### src/rtl/rr_voq_picker_if.sv
// rr_voq_picker_if: bundle between the round-robin VOQ picker and the
// dequeue/crossbar scheduler.
//   voq_empty  : bit i=1 means VOQ i holds nothing
//   voq_mask   : bit i=1 means VOQ i may be picked
//   pick_valid : pick_idx carries a grant
//   pick_idx   : granted VOQ index
//   pick_ready : consumer takes the grant (valid & ready)
//   all_empty  : no VOQ is both non-empty and eligible
//   rr_ptr     : current highest-priority VOQ (status)
// master = picker side, slave = scheduler side.
interface rr_voq_picker_if #(
  parameter int NUM_VOQ = 4,
  parameter int IDX_W   = $clog2(NUM_VOQ)
);
  logic [NUM_VOQ-1:0] voq_empty;
  logic [NUM_VOQ-1:0] voq_mask;
  logic               pick_valid;
  logic [IDX_W-1:0]   pick_idx;
  logic               pick_ready;
  logic               all_empty;
  logic [IDX_W-1:0]   rr_ptr;

  modport master (
    input  voq_empty, voq_mask, pick_ready,
    output pick_valid, pick_idx, all_empty, rr_ptr
  );

  modport slave (
    output voq_empty, voq_mask, pick_ready,
    input  pick_valid, pick_idx, all_empty, rr_ptr
  );
endinterface

### src/rtl/rr_voq_picker.sv
// rr_voq_picker: registered round-robin selector over NUM_VOQ virtual output
// queues. Searches for the first requesting VOQ starting at rr_ptr, presents
// it as a held grant until the consumer accepts, then inserts one bubble so
// voq_empty can reflect the dequeue. A VOQ may keep priority for up to
// MAX_BURST consecutive picks before the pointer rotates past it.
// Ports:
//   clk, reset_n : clock, asynchronous active-low reset
//   bus (master) : voq_empty/voq_mask/pick_ready in,
//                  pick_valid/pick_idx/all_empty/rr_ptr out
module rr_voq_picker #(
  parameter int NUM_VOQ   = 4,
  parameter int IDX_W     = $clog2(NUM_VOQ),
  parameter int MAX_BURST = 1,
  parameter int BURST_W   = $clog2(MAX_BURST+1)
) (
  input  logic               clk,
  input  logic               reset_n,
  rr_voq_picker_if.master    bus
);

  localparam logic [IDX_W:0]     NV_EXT     = (IDX_W+1)'(NUM_VOQ);
  localparam logic [IDX_W-1:0]   LAST_IDX   = IDX_W'(NUM_VOQ-1);
  localparam logic [BURST_W-1:0] BURST_LAST = BURST_W'(MAX_BURST-1);

  typedef enum logic [1:0] {S_IDLE, S_GRANT, S_GAP} state_t;

  state_t             r_state;
  logic               r_valid;
  logic [IDX_W-1:0]   r_idx;
  logic [IDX_W-1:0]   r_ptr;
  logic [BURST_W-1:0] r_burst;

  logic [NUM_VOQ-1:0] w_req;
  logic               w_any;
  logic [IDX_W-1:0]   w_sel;

  // Modular add for a non-power-of-2 ring: one extra bit, then subtract
  // NUM_VOQ once, since base and offset are both below NUM_VOQ.
  function automatic logic [IDX_W-1:0] f_wrap(input logic [IDX_W-1:0] base,
                                              input logic [IDX_W-1:0] off);
    logic [IDX_W:0] s;
    s = {1'b0, base} + {1'b0, off};
    if (s >= NV_EXT) s = s - NV_EXT;
    return s[IDX_W-1:0];
  endfunction

  assign w_req = ~bus.voq_empty & bus.voq_mask;
  assign w_any = |w_req;

  // Walk offsets from farthest to nearest so the nearest requester from
  // r_ptr is the last (winning) assignment.
  always_comb begin
    w_sel = '0;
    for (int k = NUM_VOQ-1; k >= 0; k--) begin
      if (w_req[f_wrap(r_ptr, IDX_W'(k))]) w_sel = f_wrap(r_ptr, IDX_W'(k));
    end
  end

  always_ff @(posedge clk or negedge reset_n) begin
    if (!reset_n) begin
      r_state <= S_IDLE;
      r_valid <= 1'b0;
      r_idx   <= '0;
      r_ptr   <= '0;
      r_burst <= '0;
    end else begin
      case (r_state)
        S_IDLE: begin
          if (w_any) begin
            r_idx   <= w_sel;
            r_valid <= 1'b1;
            r_state <= S_GRANT;
            // A different VOQ won: its burst starts from zero.
            if (w_sel != r_ptr) r_burst <= '0;
          end
        end
        S_GRANT: begin
          // Grant is held regardless of input changes until accepted.
          if (bus.pick_ready) begin
            r_valid <= 1'b0;
            r_state <= S_GAP;
            // r_burst never exceeds BURST_LAST, so != is the "more picks
            // left in this burst" test.
            if (r_burst != BURST_LAST) begin
              r_burst <= r_burst + 1'b1;
              r_ptr   <= r_idx;
            end else begin
              r_burst <= '0;
              r_ptr   <= (r_idx == LAST_IDX) ? '0 : r_idx + 1'b1;
            end
          end
        end
        S_GAP:   r_state <= S_IDLE;
        default: r_state <= S_IDLE;
      endcase
    end
  end

  assign bus.pick_valid = r_valid;
  assign bus.pick_idx   = r_idx;
  assign bus.rr_ptr     = r_ptr;
  assign bus.all_empty  = ~w_any;

endmodule
### src/flat_wrapper.sv
// flat-port wrapper written by rule: the top's interface ports become plain ports
module rr_voq_picker_flat 
#(
  parameter int NUM_VOQ   = 4,
  parameter int IDX_W     = $clog2(NUM_VOQ),
  parameter int MAX_BURST = 1,
  parameter int BURST_W   = $clog2(MAX_BURST+1)
)
  (clk, reset_n, bus_voq_empty, bus_voq_mask, bus_pick_ready, bus_pick_valid, bus_pick_idx, bus_all_empty, bus_rr_ptr);
  rr_voq_picker_if #(.NUM_VOQ(NUM_VOQ), .IDX_W(IDX_W)) bus_i ();
  input  logic clk;
  input  logic reset_n;
  input wire logic [$bits(bus_i.voq_empty)-1:0] bus_voq_empty;
  input wire logic [$bits(bus_i.voq_mask)-1:0] bus_voq_mask;
  input wire logic [$bits(bus_i.pick_ready)-1:0] bus_pick_ready;
  output wire logic [$bits(bus_i.pick_valid)-1:0] bus_pick_valid;
  output wire logic [$bits(bus_i.pick_idx)-1:0] bus_pick_idx;
  output wire logic [$bits(bus_i.all_empty)-1:0] bus_all_empty;
  output wire logic [$bits(bus_i.rr_ptr)-1:0] bus_rr_ptr;
  assign bus_i.voq_empty = bus_voq_empty;
  assign bus_i.voq_mask = bus_voq_mask;
  assign bus_i.pick_ready = bus_pick_ready;
  assign bus_pick_valid = bus_i.pick_valid;
  assign bus_pick_idx = bus_i.pick_idx;
  assign bus_all_empty = bus_i.all_empty;
  assign bus_rr_ptr = bus_i.rr_ptr;
  rr_voq_picker #(.NUM_VOQ(NUM_VOQ), .IDX_W(IDX_W), .MAX_BURST(MAX_BURST), .BURST_W(BURST_W)) u_core (.clk(clk), .reset_n(reset_n), .bus(bus_i));
endmodule
### config.mk
export PLATFORM = sky130hd
export DESIGN_NAME = rr_voq_picker_flat
export DESIGN_NICKNAME = d
export VERILOG_FILES = /design/src/rtl/rr_voq_picker_if.sv /design/src/rtl/rr_voq_picker.sv /design/src/flat_wrapper.sv
export SDC_FILE = /design/constraint.sdc
export NUM_CORES = 1
export LEC_CHECK = 0
export CAP_MARGIN = 20
export CELL_PAD_IN_SITES_DETAIL_PLACEMENT = 1
export CELL_PAD_IN_SITES_GLOBAL_PLACEMENT = 1
export CORE_MARGIN = 1
export CORE_UTILIZATION = 25
export CTS_CLUSTER_DIAMETER = 100
export CTS_CLUSTER_SIZE = 14
export DETAILED_ROUTE_END_ITERATION = 12
export MAX_ROUTING_LAYER = met4
export PLACE_DENSITY = 0.78
export SYNTH_ARGS = -nofsm -noshare
export SYNTH_HDL_FRONTEND = slang
export SYNTH_SLANG_ARGS = --single-unit
### constraint.sdc
create_clock -name clk -period 1.6 [get_ports clk]
set_clock_uncertainty 0.05 [all_clocks]
set_input_delay 0.32 -clock clk [delete_from_list [all_inputs] [get_ports clk]]
set_output_delay 0.32 -clock clk [all_outputs]
set_load 0.05 [all_outputs]
==> results.cfg <==
[critical_path]
worst-r2r-setup-slack_ns = 0.26
worstPathRequired_ns = 1.23
endpoint_kind = output port
criticalPathCategory = in2out
critPathBufInv = 3
critical_path.max_fanout = 2
cpMaxStageDelayCell = dlygate4sd2_1
arrival_ns = 1.02
path_cells = dlygate4sd2_1 > nand2b_4 > nand4_1 > inv_2 > buf_12
path_delay_family = buffers and inverters
slowest_delay_ns = 0.24
start_kind = input port

[timing]
period_needed_ns = 1.39
setup_viol = 0
max_slew_margin = 0.787
rsz0062_at_grt = no
holdWs_ns = 0.277
clock.fmax_ghz = 0.718
timing.final.crit_share = 0.871
fin_tns_setup_ns = 0
slew_viol_final = 0
hold_viol_final = 0
tightest_slew_ns = 0.319

[cells_and_area]
post-route-util = 0.523
design_area_um2 = 697
drive_above_1_share = 0.317
layout.filler_cells = 149
final_nets = 76
num_antenna_cells = 0
layoutNonFillerInstCount = 78
area_growth_pct = 88.2

[die]
die_w_um = 40.5
core_um2 = 1330
die_h_um = 40.5
initial_core_util = 0.278
num_rows = 13
dieArea_um2 = 1640
io_pins = 17

[yosys]
synth.avg_cell_area_um2 = 9.50
yosysSeqAreaShare = 0.473
yosys-top-cells-area = dfrtp_1 47%, nand2b_1 6.8%, a32o_1 5.4%, nor3_1 5.4%, nand2_1 5.1%
syn_inst = 39
netlist_area_um2 = 370
ys_top_cells_by_count = 7 x dfrtp_1, 5 x nand2_1, 4 x nand2b_1, 4 x nor3_1
synth_most_common_cell = dfrtp_1
synth_async_sr_flop_share = 1.00
synth.distinct_cells = 19
synth_edf_count = 0
synth_top_area_share = 0.473
synth-warning-count = 0
syn_nets = 51
ys_ff_latch = 7
yosys.area.top_type = dfrtp_1
synthFlopType = dfrtp_1

[placed_design]
globalplace.congestion = 0.684
post-dp-hpwl_um = 720
place_inst = 72
io_buffer_count = 16
postPlaceCellArea_um2 = 624

[run]
max_cap_viol_count = 0

[grt]
grt_pass1_vias = 365
antenna_found_initial = 0
grt_pass1_wl_um = 1530
grt_max_degree = 8
grt-ovfl-total = 0
grt_usage = 0.150

[cts]
htreeDepth = 1
cts_tree = yes
clock-sinks = 7
root_buffer = clkbuf_4
cts_buffer_depth = 2
cts_buffers = 3
clkTransAtPathRegs_ns = 0.05
clk_latency_ns = 0.25

[drt]
drc = 0
vias = 375
drt_iter0_drc = 0
dr.pass1.iters = 1
vias_per_cell = 4.81
ant_nets = 0
wl_um = 928
avgRoutedWirePerCell_um = 11.9

[pwr]
p_per_area_nw_per_um2 = 1790
leakagePower_uw = 0.000360
peakVddDrop_mv = 0.997

[hold_path]
min_path_type = in2async

[outcome]
status = completed
-- metrics by stage --
stage	worst slack [ns]	total power, µW
after CTS	0.00297	1260
final	0.206	1250
after global routing	0.161	1330
after floorplan	0.0746	708
after global placement	-0.130	1070
after detailed placement	-0.122	1080
-- power by group --
| group | switching (µW) | internal [µW] |
|---|---|---|
| Combinational | 356 | 358 |
| Clock | 65.8 | 95.2 |
| Sequential | 117 | 255 |
| Total | 538 | 707 |
-- path summary, 6_finish.rpt --
path,to,cells after the start,from
max in group asynchronous,u_core.bus.pick_idx[0],1,reset_n
worst min register to register,u_core.r_state[0],1,u_core.r_state[1]
worst max-delay path,bus_all_empty,5,bus_voq_empty[1]
worst max register to register,u_core.bus.pick_idx[0],3,u_core.bus.rr_ptr[1]
worst min-delay path,u_core.r_state[0],1,reset_n
min in group clk,u_core.r_state[0],1,u_core.r_state[1]
-- flip-flops by register name, indices dropped and copies added (netlist names) --
name,flops
u_core.r_state,2
u_core.bus.pick_valid,1
u_core.bus.rr_ptr,2
u_core.bus.pick_idx,2
-- cell usage in the layout (no fill, tap or decap), types with 3 or more instances in the layout --
cell type       instances
buf_12                  6
buf_4                   4
clkbuf_4                3
dfrtp_1                 7
dlygate4sd2_1           5
dlymetal6s2s_1          3
nand2_1                 5
nand2b_4                4
nor3_1                  4
-- routing by layer --
| layer | global-route usage | up-vias | part of all wire |
|---|---|---|---|
| li1 | - | 190 | - |
| met1 | 0.193 | 172 | 0.48 |
| met2 | 0.218 | 13 | 0.45 |
| met3 | 0.0833 | 0 | 0.075 |
| met4 | 0 | 0 | 0 |
| met5 | - | - | 0 |
-- logic make-up (layout without fill, tap and decap cells) --
group / count (synthesis) / count (layout) / synth area share
flops: 7 / 7 / 0.473
simple gates: 19 / 19 / 0.270
fa+ha+maj: 1 / 1 / 0.0338
compound gates: 8 / 8 / 0.162
buf+inv: 3 / 27 / 0.0304
mux: 1 / 1 / 0.0304
-- timing repair --
| item | CTS | global route |
|---|---|---|
| cloned | 0 | 0 |
| pin swaps | 1 | 1 |
| buffers inserted | 2 | 0 |
| hold buffers | 0 | 0 |
| resized for setup | 10 | 3 |
| setup endpoints to repair | 1 | 1 |
-- final cells by class --
cell class / instances / area, µm² / share of cell area
Sequential cell: 7 / 175 / 0.251
Multi-Input combinational cell: 29 / 214 / 0.307
Tap cell: 15 / 18.8 / 0.0269
Clock buffer: 4 / 26.3 / 0.0377
Inverter: 3 / 11.3 / 0.0162
Timing Repair Buffer: 20 / 251 / 0.361
No activity file was read; power rests on OpenSTA's default activity.
